### src/rtl/cpu_pkg.sv
// Shared widths and constants for the single-cycle CPU datapath blocks.
package cpu_pkg;

  localparam int DATA_W   = 32;
  localparam int ADDR_W   = 5;
  localparam int NUM_REGS = 2 ** ADDR_W;

  localparam logic [ADDR_W-1:0] REG_ZERO = 5'd0;

endpackage

### src/rtl/wb_select.sv
// Write-back steering: picks the destination register and the data written to it.
module wb_select
  import cpu_pkg::*;
#(
  parameter int DW = cpu_pkg::DATA_W,
  parameter int AW = cpu_pkg::ADDR_W
) (
  input  logic          RegDst,
  input  logic          MemtoReg,
  input  logic [AW-1:0] rt,
  input  logic [AW-1:0] rd,
  input  logic [DW-1:0] ALUData,
  input  logic [DW-1:0] DMData,
  output logic [AW-1:0] waddr,
  output logic [DW-1:0] wdata
);

  // RegDst=1 for R-type (rd), 0 for loads/immediates (rt).
  assign waddr = RegDst ? rd : rt;
  assign wdata = MemtoReg ? DMData : ALUData;

endmodule

### src/rtl/reg_file.sv
// 32 x 32-bit register file: two combinational read ports, one clocked write port
// with built-in write-back select. Register 0 reads as zero and ignores writes.
module reg_file
  import cpu_pkg::*;
#(
  parameter int DW    = cpu_pkg::DATA_W,
  parameter int AW    = cpu_pkg::ADDR_W,
  parameter int NREGS = cpu_pkg::NUM_REGS
) (
  input  logic          CLK,
  input  logic          Reset,
  input  logic [AW-1:0] rs,
  input  logic [AW-1:0] rt,
  input  logic [AW-1:0] rd,
  input  logic          RegWrite,
  input  logic          RegDst,
  input  logic          MemtoReg,
  input  logic [DW-1:0] ALUData,
  input  logic [DW-1:0] DMData,
  output logic [DW-1:0] readData1,
  output logic [DW-1:0] readData2
);

  logic [AW-1:0] waddr;
  logic [DW-1:0] wdata;
  logic [DW-1:0] regs [NREGS];

  wb_select #(
    .DW(DW),
    .AW(AW)
  ) u_wb_select (
    .RegDst  (RegDst),
    .MemtoReg(MemtoReg),
    .rt      (rt),
    .rd      (rd),
    .ALUData (ALUData),
    .DMData  (DMData),
    .waddr   (waddr),
    .wdata   (wdata)
  );

  always_ff @(posedge CLK or negedge Reset) begin
    if (!Reset) begin
      for (int i = 0; i < NREGS; i++) begin
        regs[i] <= '0;
      end
    end else if (RegWrite && (waddr != REG_ZERO)) begin
      regs[waddr] <= wdata;
    end
  end

  // No write bypass: a read of the register being written shows the old value until the edge.
  assign readData1 = (rs == REG_ZERO) ? '0 : regs[rs];
  assign readData2 = (rt == REG_ZERO) ? '0 : regs[rt];

endmodule

### config.mk
export PLATFORM = sky130hd
export DESIGN_NAME = reg_file
export DESIGN_NICKNAME = d
export VERILOG_FILES = /design/src/rtl/cpu_pkg.sv /design/src/rtl/wb_select.sv /design/src/rtl/reg_file.sv
export SDC_FILE = /design/constraint.sdc
export NUM_CORES = 2
export LEC_CHECK = 0
export CAP_MARGIN = 20
export CORE_MARGIN = 3
export CORE_UTILIZATION = 35
export CTS_CLUSTER_SIZE = 24
export DETAILED_ROUTE_END_ITERATION = 10
export PLACE_DENSITY_LB_ADDON = 0.3
export SETUP_SLACK_MARGIN = 0.3
export SKIP_CTS_REPAIR_TIMING = 1
export SYNTH_ARGS = -nofsm -noshare
export SYNTH_HDL_FRONTEND = slang
export SYNTH_SLANG_ARGS = --single-unit
### constraint.sdc
create_clock -name CLK -period 2.5 [get_ports CLK]
set_clock_uncertainty 0.05 [all_clocks]
set_input_delay 0.375 -clock CLK [delete_from_list [all_inputs] [get_ports CLK]]
set_output_delay 0.375 -clock CLK [all_outputs]
set_load 0.02 [all_outputs]
==> metrics.txt <==
Die H 401.3 µm; final wirelength 196600 µm; status finished with violations; drc violations 0; Ys Warns 0; Worst Hold Class primary input to asynchronous set/reset pin; Biggest register regs; cell breakdown of the critical path mux4_2, a22o_1, a211oi_2, buf_4, nor3_4, buf_4, buf_6; Top Registers regs x1024; Initial Util 35.37%; Worst setup EP type primary output; I/O Buffers 147; vias in the first global route 38660; Max Cap Viol 0; pwr/cell area 774.1 nW/µm²; ys flop type dfrtp_1; fin crit period 3.095 ns; Final Max Tran Viols 0; Crit Reg-Reg Startpoint regs[159]; setup violators final 64; CTS tree done; slew margin rel. 48.97%; H-tree depth 3; RSZ-0062 raised after global routing true; DP HPWL 134200 µm; Fin Setup TNS -26.11 ns; via count 38050; setup slack after layout -0.5951 ns; worst-path fanout max 3; Hold Slack 0.1504 ns; Max clock buf depth 3; FF-to-FF End regs[159]; antenna cells 0; violated checks negative setup slack; fmax 0.3231 GHz; synth cell count leaders 1024 x dfrtp_1, 960 x mux2_2, 385 x mux4_2, 255 x mux2i_1, 234 x clkbuf_1; initial antenna violation count 5; Die W 401.3 µm; Worst-path clk slew 0.06 ns; worst reg2reg setup slack 1.45 ns; pre-CTS setup slack -1.303 ns; max FFs per register 1024; Synth area leaders dfrtp_1 47%, mux2_2 20%, mux4_2 16%, mux2i_1 4.7%, a22o_1 2.0%; CTS buffer count 108; Worst VDD drop 0.7115 mV; final hold viol count 0; Power, Total 0.05531 W; Worst-Skew Late Latency 0.72 ns; Total Nets Final 4339; Unique masters post-synth 40; CTS sink cnt 1024; share of the synthesized area in the top cell type 46.86%; largest net degree at the start of global routing 91; # fillers 13570; Critical Path Start Type flop; Synth Net Count 3731; Tot GR Track Use 23.91%; DRT Pass-1 Iters 5; Die Area 161000 µm²; share of cells above drive strength 1 61.69%; Root Buffer clkbuf_16; first-pass GRT wire length 282200 µm; DR WL/cell 30.78 µm; num ports 148; Worst-Margin Slew 0.7654 ns; Yosys top cell by area dfrtp_1; register area share after synthesis 46.86%; FP Rows 144; Synth Instances 3647; Detail Route Antenna Nets 0; fin crit share 123.8%; Critical Path Most Common Cell buf_4; syn_area_per_cell 14.99 µm²; crit-path max cell delay 0.53 ns; Vias per Instance 5.956; fin cells 6388; fraction of registers with async set/reset 100.0%; core area 154600 µm²; Worst Reg-to-Reg Cells 3; placed insts 6093; Worst path slowest cell mux4_2; Crit path required time 2.08 ns; Pleak 30.89 nW; cell with the most instances after synthesis dfrtp_1; Cell Area, Synth 54680 µm²; DR iter-0 viols 3311; Post-synth EDFFs 0; remaining global-route overflow 0; Layout area overhead 30.66%; Data arrival, critical path 2.67 ns; gpl congestion 0.8835; #FFs+latches synth 1024; WS Path Type flop to primary output
-- metal layers --
layer	wire, µm	part of all wire, %	global-route usage, %
met2	91050	46	37.23
met3	13880	7.1	4.491
met5	0	0	0
met4	5612	2.9	6.525
met1	86110	44	34.23
-- power breakdown --
part | switching (W) | internal, W | leakage (nW)
logic | 0.00635 | 0.00892 | 15.9
registers | 0.00281 | 0.0205 | 13.2
clock network | 0.00714 | 0.00959 | 1.79
total | 0.0163 | 0.0390 | 30.9
-- kinds of logic after synthesis --
logic type	synth area share [%]
compound gates	5.937
buf+inv	3.919
flops	46.86
mux	41.63
simple gates	1.654
-- critical path: cells and delay by family, from the launching register on --
kind                   cells  cell delay [ns]
AND/OR/NAND/NOR            1             0.06
multiplexers               1             0.53
AO/OA/AOI/OAI              2             0.52
buffers and inverters      3             0.45
flip-flops                 1             0.39
-- worst max-delay path by stage --
stage	slack, ns	end	startpoint	cells past startpoint
6_report	-0.60	readData2[19]	regs[19]	7
5_1_grt	-0.66	readData1[13]	regs[557]	7
4_1_cts	-1.30	readData2[14]	rt[3]	8
3_5_place_dp	-1.30	readData2[14]	rt[3]	8
3_3_place_gp	-1.30	readData2[10]	rt[3]	8
2_1_floorplan	0.14	readData2[10]	rt[0]	7
-- cells in the final DEF, fill, tap and decap left out, types with 7 or more instances in the layout --
cell             instances
clkbuf_8                23
o221ai_1                51
nor3_2                  45
a211oi_2                51
o221ai_2                12
nor2_4                   7
a2111oi_4               60
a22o_1                  99
clkbuf_1                21
buf_4                  568
o22ai_2                 13
clkinv_2                23
mux2_2                 960
a22o_4                  27
nor3_4                  44
clkdlybuf4s50_1         71
mux4_2                 385
mux2_1                  65
clkbuf_16              113
dfrtp_1               1024
bufinv_16                8
o22ai_1                 51
buf_16                  10
mux2i_1                255
buf_12                 191
clkinvlp_4               7
buf_6                   78
-- cell type report --
class / instances / area (µm²) / area share (%)
multi-input combinational: 2186 / 29460 / 41.23
sequential: 1024 / 25620 / 35.86
timing repair buffer: 933 / 10160 / 14.22
clock buffer: 154 / 3148 / 4.406
tap: 2044 / 2557 / 3.579
clock inverter: 45 / 494.2 / 0.6917
inverter: 2 / 7.507 / 0.01051
-- per-stage QoR --
stage	instance area (µm²)	util (%)
6_report	71450	46.22
5_1_grt	71450	46.22
4_1_cts	69130	44.72
3_5_place_dp	65490	42.36
3_3_place_gp	65490	42.36
2_1_floorplan	56680	-
No activity file was read; power rests on OpenSTA's default activity.
